===== config.mk =====
export PLATFORM = sky130hd
export DESIGN_NAME = pipelined_write_rx
export DESIGN_NICKNAME = d
export VERILOG_FILES = /design/src/rtl/pipelined_write_rx.sv
export SDC_FILE = /design/constraint.sdc
export NUM_CORES = 1
export LEC_CHECK = 0
export CORE_MARGIN = 1
export CORE_UTILIZATION = 40
export CTS_CLUSTER_DIAMETER = 80
export DETAILED_ROUTE_END_ITERATION = 16
export GPL_ROUTABILITY_DRIVEN = 0
export GPL_TIMING_DRIVEN = 0
export HOLD_SLACK_MARGIN = 0.06
export MAX_ROUTING_LAYER = met4
export PLACE_DENSITY = 0.61
export SLEW_MARGIN = 25
export SYNTH_ARGS = -nofsm -noshare
export SYNTH_HDL_FRONTEND = slang
export SYNTH_SLANG_ARGS = --single-unit

===== constraint.sdc =====
create_clock -name clk -period 3.65 [get_ports clk]
set_input_delay 0.73 -clock clk [delete_from_list [all_inputs] [get_ports clk]]
set_output_delay 0.73 -clock clk [all_outputs]
set_load 0.05 [all_outputs]

===== src/rtl/pipelined_write_rx.sv =====
// Receiver for the pipelined-write link: parses one command cycle, collects
// 1..MAX_WR_CYCLES data beats and emits one wide write plus wdone/err pulses.
module pipelined_write_rx #(
  parameter int MAX_WR_CYCLES  = 4,
  parameter int WR_WIDTH       = 8,
  parameter int TIMEOUT_CYCLES = 16
) (
  input  logic                              clk,
  input  logic                              rst_n,
  input  logic [9:0]                        in_cyc,
  output logic                              wr_vld,
  output logic [MAX_WR_CYCLES*WR_WIDTH-1:0] wr_dat,
  output logic [2:0]                        wr_len,
  output logic [2:0]                        wr_type,
  output logic                              wdone,
  output logic                              err,
  output logic                              busy
);

  localparam int CW = $clog2(MAX_WR_CYCLES + 1);
  localparam int AW = (MAX_WR_CYCLES > 1) ? $clog2(MAX_WR_CYCLES) : 1;
  localparam int IW = $clog2(TIMEOUT_CYCLES + 1);

  localparam logic [1:0] CT_IDLE  = 2'd0;
  localparam logic [1:0] CT_VALID = 2'd1;
  localparam logic [1:0] CT_DONE  = 2'd2;

  typedef enum logic {S_CMD, S_DATA} state_e;

  state_e                                   state_q;
  logic [CW-1:0]                            cnt_q;
  logic [CW-1:0]                            exp_q;
  logic [IW-1:0]                            idle_q;
  logic [2:0]                               type_q;
  logic [MAX_WR_CYCLES-1:0][WR_WIDTH-1:0]   beats_q;

  // Command fields
  logic       cmd_val;
  logic [3:0] cmd_rsvd;
  logic [1:0] cmd_num;
  logic [2:0] cmd_type;
  // Data fields
  logic [1:0]          ctype;
  logic [WR_WIDTH-1:0] dat;

  assign cmd_val  = in_cyc[5];
  assign cmd_rsvd = in_cyc[9:6];
  assign cmd_num  = in_cyc[4:3];
  assign cmd_type = in_cyc[2:0];
  assign ctype    = in_cyc[9:8];
  assign dat      = in_cyc[WR_WIDTH-1:0];

  logic                                   multi, single, last, fin, tmo;
  logic [CW-1:0]                          cnt_inc;
  logic [MAX_WR_CYCLES-1:0][WR_WIDTH-1:0] beats_d;

  // Out-of-range write types fall back to STD, so neither wdone mode matches.
  assign multi   = (type_q == 3'd1);
  assign single  = (type_q == 3'd2);
  assign cnt_inc = cnt_q + CW'(1);
  assign last    = (cnt_inc == exp_q);
  assign fin     = (ctype == CT_DONE) || ((ctype == CT_VALID) && last);
  assign tmo     = (idle_q + IW'(1)) == IW'(TIMEOUT_CYCLES);

  always_comb begin
    beats_d = beats_q;
    beats_d[cnt_q[AW-1:0]] = dat;
  end

  always_ff @(posedge clk or negedge rst_n) begin
    if (!rst_n) begin
      state_q <= S_CMD;
      cnt_q   <= '0;
      exp_q   <= '0;
      idle_q  <= '0;
      type_q  <= '0;
      beats_q <= '0;
      wr_vld  <= 1'b0;
      wr_dat  <= '0;
      wr_len  <= '0;
      wr_type <= '0;
      wdone   <= 1'b0;
      err     <= 1'b0;
      busy    <= 1'b0;
    end else begin
      wr_vld <= 1'b0;
      wdone  <= 1'b0;
      err    <= 1'b0;
      case (state_q)
        S_CMD: begin
          if (cmd_val) begin
            exp_q   <= (cmd_num == 2'd0) ? CW'(MAX_WR_CYCLES) : CW'(cmd_num);
            type_q  <= cmd_type;
            cnt_q   <= '0;
            idle_q  <= '0;
            beats_q <= '0;
            state_q <= S_DATA;
            busy    <= 1'b1;
            err     <= (cmd_rsvd != 4'd0) || (cmd_type > 3'd2);
          end
        end
        S_DATA: begin
          if (ctype == CT_VALID || ctype == CT_DONE) begin
            beats_q <= beats_d;
            cnt_q   <= cnt_inc;
            idle_q  <= '0;
            wdone   <= multi;
            // VALID on the last expected beat and DONE before it are both violations.
            err     <= (ctype == CT_VALID) ? last : !last;
          end else begin
            err <= (ctype == 2'd3) || tmo;
            if (tmo) begin
              state_q <= S_CMD;
              busy    <= 1'b0;
            end else begin
              idle_q <= idle_q + IW'(1);
            end
          end
          if (fin) begin
            wr_vld  <= 1'b1;
            wr_dat  <= beats_d;
            wr_len  <= 3'(cnt_inc);
            wr_type <= type_q;
            wdone   <= multi || single;
            state_q <= S_CMD;
            busy    <= 1'b0;
          end
        end
        default: state_q <= S_CMD;
      endcase
    end
  end

endmodule


==> results of run 1 <==
synth_stat cells (2+ instances only):
library cell               instances  area [sq um]
sky130_fd_sc_hd__a21oi_1          10          50.1
sky130_fd_sc_hd__a22o_1            3          26.3
sky130_fd_sc_hd__a31oi_1           3          18.8
sky130_fd_sc_hd__and3_1            4          25.0
sky130_fd_sc_hd__buf_2            15          75.1
sky130_fd_sc_hd__clkbuf_1         14          52.6
sky130_fd_sc_hd__clkbuf_2          2          10.0
sky130_fd_sc_hd__dfrtp_1          89          2230
sky130_fd_sc_hd__ha_1             10           125
sky130_fd_sc_hd__inv_1             8          30.0
sky130_fd_sc_hd__mux2_2            4          45.0
sky130_fd_sc_hd__mux2i_1          32           320
sky130_fd_sc_hd__nand2_1         114           428
sky130_fd_sc_hd__nand2b_1          3          18.8
sky130_fd_sc_hd__nand3_1          35           175
sky130_fd_sc_hd__nor2_1            6          22.5
sky130_fd_sc_hd__nor2b_1           3          18.8
sky130_fd_sc_hd__nor3_1            4          20.0
sky130_fd_sc_hd__o21ai_0          42           210
sky130_fd_sc_hd__xnor2_1           5          43.8
sky130_fd_sc_hd__xor2_1            2          17.5
worst register-to-register path: stages (launching register included):
cell                      delay, ns
sky130_fd_sc_hd__dfrtp_1       0.48
sky130_fd_sc_hd__ha_1          0.28
sky130_fd_sc_hd__buf_6         0.17
sky130_fd_sc_hd__xnor2_1       0.31
sky130_fd_sc_hd__xnor2_1       0.18
sky130_fd_sc_hd__nor3_1        0.10
sky130_fd_sc_hd__ha_1          0.20
sky130_fd_sc_hd__o21ai_0       0.21
sky130_fd_sc_hd__buf_2         0.30
sky130_fd_sc_hd__buf_2         0.28
sky130_fd_sc_hd__nand2_1       0.08
sky130_fd_sc_hd__o21ai_0       0.09
layout make-up:
cell class / instances / area (sq um) / area share [%]
multi-input combinational: 293 / 1680 / 34.3
buffer: 33 / 156 / 3.19
inverter: 8 / 30.0 / 0.613
timing repair buffer: 47 / 489 / 9.98
clock inverter: 3 / 20.0 / 0.408
tap: 133 / 166 / 3.40
clock buffer: 11 / 131 / 2.68
sequential: 89 / 2230 / 45.4
power by group through the flow:
stage / Sequential (mW) / Combinational, mW / Clock, mW
after floorplan: 2.25 / 0.821 / 0
after global placement: 1.60 / 2.13 / 0
after detailed placement: 1.61 / 2.16 / 0
after CTS: 1.59 / 2.16 / 0.604
after global routing: 1.64 / 2.33 / 0.637
final: 1.59 / 2.14 / 0.584
worst max-delay path by stage:
stage,startpoint,end,slack [ns],cells past startpoint
global placement,rst_n,wr_dat[9]$_DFFE_PN0P_,-1.47,1
floorplan,cnt_q[0]$_DFFE_PN0P_,wr_len[1]$_DFFE_PN0P_,1.41,9
CTS,cnt_q[0]$_DFFE_PN0P_,wr_dat[13]$_DFFE_PN0P_,0.89,11
global route,cnt_q[0]$_DFFE_PN0P_,wr_dat[16]$_DFFE_PN0P_,0.67,11
detailed placement,in_cyc[8],beats_q[24]$_DFFE_PN0P_,0.87,8
finish,cnt_q[0]$_DFFE_PN0P_,wr_dat[13]$_DFFE_PN0P_,0.89,11
cell families (layout without fill, tap and decap cells):
| logic type | after synthesis | count (layout) | synth area share, % |
|---|---|---|---|
| simple gates | 173 | 173 | 18.1 |
| flops | 89 | 89 | 54.4 |
| compound gates | 67 | 67 | 9.51 |
| buf+inv | 41 | 102 | 4.55 |
| mux | 36 | 36 | 8.92 |
| fa+ha+maj | 10 | 10 | 3.06 |
| xor+xnor | 7 | 7 | 1.50 |
registers in the layout (all words and copies together), names as in the netlist:
signal and count:
idle_q 5, wr_type 3, cnt_q 3, wr_vld 1, err 1, exp_q 3, wdone 1, busy 1
wr_dat 32, state_q 1, wr_len 3, type_q 3, beats_q 32
metrics by stage:
stage	std cells	TNS (ns)	setup slack, ns	cell area [sq um]	power (mW)
2_1_floorplan	423	0	1.41	4090	3.07
3_3_place_gp	602	-130.51	-1.47	4720	3.72
3_5_place_dp	603	0	0.871	4750	3.77
4_1_cts	617	0	0.888	4900	4.36
5_1_grt	617	0	0.668	4900	4.60
6_report	617	0	0.892	4900	4.32
per-layer routing:
metal  GRT usage [%]  routed length (microns)  vias to the layer above
li1                -                        -                     1535
met1            29.5                     4790                     1557
met2            30.8                     4620                       80
met3            3.73                      337                       12
met4            5.74                      135                        0
met5               -                        0                        -
==> metrics list, run 1 <==
- Status: finished, final reports clean
* R2r endpoint: wr_dat[13]$_DFFE_PN0P_
* Antenna viol nets, final: 0
- Initial antenna violation count: 0
- Combinational cells account for 49.7% of the total power.
- In this run, synthesis produced a sequential element count of 89.
* Worst-case hold slack: 0.201 ns
- Count of yosys warnings during synthesis: 0
- A synthesized cell averages 9.68 sq um.
- Clock slew at reported path FFs: 0.09 ns
* Starting DRT DRC Count: 175
* Clock latency at the later pin of the worst-skew pair: 0.35 ns
- Share of final-layout standard cells stronger than drive strength 1: 8.47%
- Total global routing track utilization: 20.9%
* Maximum number of pins on one net before global-route repair: 71
- The clock network is responsible for 13.5% of the overall power.
* Die ar.: 10600 sq um
* Post-synthesis net count: 445
- Cell family with the largest share of critical-path delay: buffers and inverters
- Before antenna repair, the detailed router went through 4 iterations.
* Antenna diode instance count: 0
- DPL Wire Length: 6.68 mm
- Number of max-slew violations in the final report: 0
* FFs w/ async S/R, synth: 100%
- For this run, the register share of the synthesized area comes to 54.4%.
* Sequential fraction of design power: 36.8%
- At the worst endpoint, the required time is 3.91 ns.
* Nets@finish: 503
- The floorplan step set the die width to 103 microns.
* Height of the die: 103 microns
* Filler Cell Count: 927
- Setup crit end kind: flip-flop
- Routed length per placed instance: 16.0 microns
- The number of hold violations in the final report came to 0.
- Once the floorplan was initialized, standard cells occupied 41.5% of the core.
* Number of buffers created by CTS: 9
* Startpoint type of the worst setup path: flip-flop
- Using the TritonRoute via totals, the vias-per-cell ratio works out to 5.16.
- The worst path needs 2.76 ns of the cycle, external delays included.
- Most frequent cells in the layout: sky130_fd_sc_hd__nand2_1, sky130_fd_sc_hd__dfrtp_1, sky130_fd_sc_hd__clkdlybuf4s50_1
* Most frequent standard cell in the layout excluding fill and tap cells: sky130_fd_sc_hd__nand2_1
- Detailed-route DRC error count: 0
- In this run the worst path has a maximum fanout of 10.
- Summed over all layers, the routed wires come to 9.89 mm.
- Net switching is 45.5% of the power.
* Crit Path Category: flip-flop to flip-flop
* Max-capacitance violation count: 0
- Ordered cell list for the critical path: ha_1 > buf_6 > xnor2_1 > xnor2_1 > nor3_1 > ha_1 > o21ai_0 > buf_2 > buf_2 > nand2_1 > o21ai_0
- The floorplan step defined a core boundary enclosing 9860 sq um.
- The setup check on the worst reg-to-reg path leaves a slack of 0.89 ns.
* Net switching power: 1.96 mW
* Number of port buffers: 46
- TritonCTS built the clock tree.
- In this run the tightest slew margin relative to its limit is 50.8%.
- Part of the cycle the worst path needs: 75.6%
- Number of standard cells after synthesis: 423
- The synthesized netlist occupies a cell area of 4090 sq um.
- Prevailing post-synth register cell: sky130_fd_sc_hd__dfrtp_1
- The first global-routing pass estimated 16.1 mm of wire.
- Counting every sink on the clock net gives 89.
* Clk buf depth: 2
- The slowest stage of the critical path belongs to the cell sky130_fd_sc_hd__dfrtp_1.
- Post-route clock skew: 0.0114 ns
* H-tree Lvls: 3
- Total of endpoints with negative setup slack in the final report: 0
- For this run, the top clock speed supported by timing is 363 MHz.
- Together, buffers and inverters on the worst path number 3.
- The area growth from synthesis to layout is 19.7%.
- Post-layout util: 49.7%
- For this design the top-level I/O count stands at 54.
- In this run, post-CTS hold repair placed 0 buffers.
* Count of standard-cell rows: 36
- In this run the static leakage power is 2.29 nW.
- For the pin with the worst max-slew slack, the measured transition is 0.738 ns.
* Via count: 3184
* CTS resizes: 0
- Worst ir drop on vdd: 0.460 mV
- At the worst endpoint, the arrival time is 3.02 ns.
* Post-synth EDFFs: 0
- The number of different library cells used by synthesis comes to 36.
- In this run the worst hold path is classified as input pin to asynchronous set/reset pin.
* Power per standard cell area: 881 nW/um^2
* R2r worst-path depth: 11
- Global routing finished with a remaining overflow of 0.
- The tree is rooted in a sky130_fd_sc_hd__clkbuf_8.
- The largest single stage delay on the critical path is 0.48 ns.
- Setup repair after global routing missed its margin: false
- The startpoint identified for the worst register-to-register timing path is cnt_q[0]$_DFFE_PN0P_.
- Cell internal power dissipation: 2.35 mW
- Setup Buffers After CTS: 0
* Vias in the first global route: 3014
No activity file was read; power rests on OpenSTA's default activity.
==> run 2, diff against run 1 <==
==> constraint.sdc (replaced) <==
create_clock -name clk -period 2.9 [get_ports clk]
set_input_delay 0.58 -clock clk [delete_from_list [all_inputs] [get_ports clk]]
set_output_delay 0.58 -clock clk [all_outputs]
set_load 0.05 [all_outputs]
==> metrics list, run 2 (same netlist as run 1, synthesis figures left out) <==
* Data required time of the critical path: 3.11 ns
- Across the run, the number of max-cap violations was 0.
- Cells with a size suffix above 1 make up 8.66% of the layout.
- Once the floorplan was initialized, standard cells occupied 41.5% of the core.
* Die ar.: 10600 sq um
- Area inside the core boundary: 9860 sq um
- Setup repair after global routing missed its margin: false
- Summing all flip-flop and latch instances after layout gives 2230 sq um.
* Post-route clock skew: 0.0131 ns
* CTS tree: done
* Part of the cycle the worst path needs: 91.0%
- Startpoint type of the worst setup path: flip-flop
- In this run the core area contains 36 standard-cell rows.
- Crit Path Category: flip-flop to flip-flop
- Number of top-level pins: 54
- Overall routed net length: 9.89 mm
- Placed Area: 4750 sq um
- Clock slew at reported path FFs: 0.09 ns
* Power per standard cell area: 1110 nW/um^2
* Vias in the first global route: 3014
* Post-layout util: 49.9%
* Number of iterations in the first detailed-routing pass: 4
- Filler Cell Count: 929
* Number of max-slew violations in the final report: 0
- Via count: 3186
* Total global routing track utilization: 20.9%
* Most frequent cells in the layout: sky130_fd_sc_hd__nand2_1, sky130_fd_sc_hd__dfrtp_1, sky130_fd_sc_hd__clkdlybuf4s50_1
- Status: finished, final reports clean
- Number of port buffers: 46
- After detailed routing, the average wire length per cell comes to 16.0 microns.
- First-pass GRT wire length: 16.1 mm
* Setup crit end kind: flip-flop
- The largest registers in the layout are beats_q (32), wr_dat (32), idle_q (5).
- The HPWL after detailed placement is 6.68 mm.
* Antenna viol nets, final: 0
- Leakage component of the power: 2.29 nW
* Clock latency at the later pin of the worst-skew pair: 0.36 ns
* Worst ir drop on vdd: 0.581 mV
- In this run the worst hold path is classified as flip-flop to flip-flop.
* Final worst path period need: 2.64 ns
- In the final layout, the multi-input gates occupy 1690 sq um.
- Total of endpoints with negative setup slack in the final report: 0
- Clk buf depth: 2
* Most frequent standard cell in the layout excluding fill and tap cells: sky130_fd_sc_hd__nand2_1
- Counting instances, the worst hold path has a depth of 1.
- Counting cells, the worst reg-to-reg path comes to 11.
* Antenna diode instance count: 0
- Along the worst path, the maximum fanout reaches 10.
- Starting DRT DRC Count: 189
- After the last flow step, the layout net total stands at 504.
- Crit path DAT: 2.85 ns
* Die W: 103 microns
* P&R area growth vs syn: 20.2%
- Entering global routing, the biggest net connects 71 pins.
- The number of antenna violations at the first check in global routing is 0.
- Peak clock frequency supported by timing: 379 MHz
- Setup Buffers After CTS: 0
- Worst relative slew slack: 51.3%
* H-tree Lvls: 3
* Height of the die: 103 microns
- Number of hold-slack violations in the final timing report: 0
- Library cell used as clock root buffer: sky130_fd_sc_hd__clkbuf_8
* Detailed-route DRC error count: 0
- Overflow left after global routing: 0
- TritonCTS created 9 clock buffers.
- The tree built by TritonCTS fans out to 89 sinks.
- Once layout is done, the placed cells without fillers occupy 4920 sq um.
- In the routed layout, each cell is associated on average with a via count of 5.16.
- Least-Margin Pin Slew: 0.731 ns
[run 2: cell count changes in the layout (fill, tap and decap cells not counted)]
cell                            delta
sky130_fd_sc_hd__xnor2_2           +1
sky130_fd_sc_hd__dlygate4sd3_1     +1
sky130_fd_sc_hd__xnor2_1           -1
sky130_fd_sc_hd__clkbuf_4          +1
sky130_fd_sc_hd__buf_2             -1
[run 2: layout make-up]
| class | instances | area share [%] |
|---|---|---|
| inverter | 8 | 0.610 |
| tap | 133 | 3.38 |
| timing repair buffer | 48 | 10.1 |
| sequential | 89 | 45.3 |
| buffer | 33 | 3.23 |
| clock buffer | 11 | 2.67 |
| multi-input combinational | 293 | 34.3 |
| clock inverter | 3 | 0.407 |
[run 2: report_power, final]
part	internal (mW)	switching [mW]	leakage [nW]
sequential	1.72	0.286	1.18
combinational	0.951	1.76	1.04
clock	0.302	0.432	0.0713
[run 2: final timing paths]
| check | startpoint | to | slack [ns] |
|---|---|---|---|
| worst max-delay path | cnt_q[0]$_DFFE_PN0P_ | wr_dat[13]$_DFFE_PN0P_ | 0.26 |
| worst min-delay path | type_q[2]$_DFFE_PN0P_ | wdone$_DFF_PN0_ | 0.47 |
| worst max register to register | cnt_q[0]$_DFFE_PN0P_ | wr_dat[13]$_DFFE_PN0P_ | 0.26 |
| worst min register to register | type_q[2]$_DFFE_PN0P_ | wdone$_DFF_PN0_ | 0.47 |
| max in group asynchronous | rst_n | wr_dat[11]$_DFFE_PN0P_ | 1.67 |
| min in group asynchronous | rst_n | wr_vld$_DFF_PN0_ | 0.62 |
[run 2: per-stage QoR]
step	hold slack (ns)	TNS (ns)	total power [mW]	cells	worst slack, ns
after floorplan	0.284	0	3.86	423	0.658
after global placement	0.461	-183.91	4.69	602	-2.07
after detailed placement	0.436	0	4.75	603	0.137
after CTS	0.457	0	5.49	618	0.138
after global routing	0.466	0	5.81	618	0.0613
final	0.470	0	5.44	618	0.262
[run 2: timing repair]
action                     4_1_cts  5_1_grt
setup endpoints to repair        0       35
resized for setup                0        2
hold endpoints to repair        19        0
hold buffers                     1        0
[run 2: layer usage]
layer	up-vias	global-route usage (%)	routed length [microns]
met5	-	-	0
li1	1537	-	-
met2	76	30.8	4650
met4	0	5.74	124
met1	1561	29.5	4700
met3	12	3.73	415
[run 2: worst max-delay path, stage by stage, from the launching register on]
cell	delay, ns
sky130_fd_sc_hd__dfrtp_1	0.48
sky130_fd_sc_hd__ha_1	0.28
sky130_fd_sc_hd__buf_6	0.17
sky130_fd_sc_hd__xnor2_2	0.22
sky130_fd_sc_hd__xnor2_1	0.11
sky130_fd_sc_hd__nor3_1	0.28
sky130_fd_sc_hd__ha_1	0.22
sky130_fd_sc_hd__o21ai_0	0.11
sky130_fd_sc_hd__clkbuf_4	0.22
sky130_fd_sc_hd__buf_2	0.21
sky130_fd_sc_hd__nand2_1	0.08
sky130_fd_sc_hd__o21ai_0	0.09
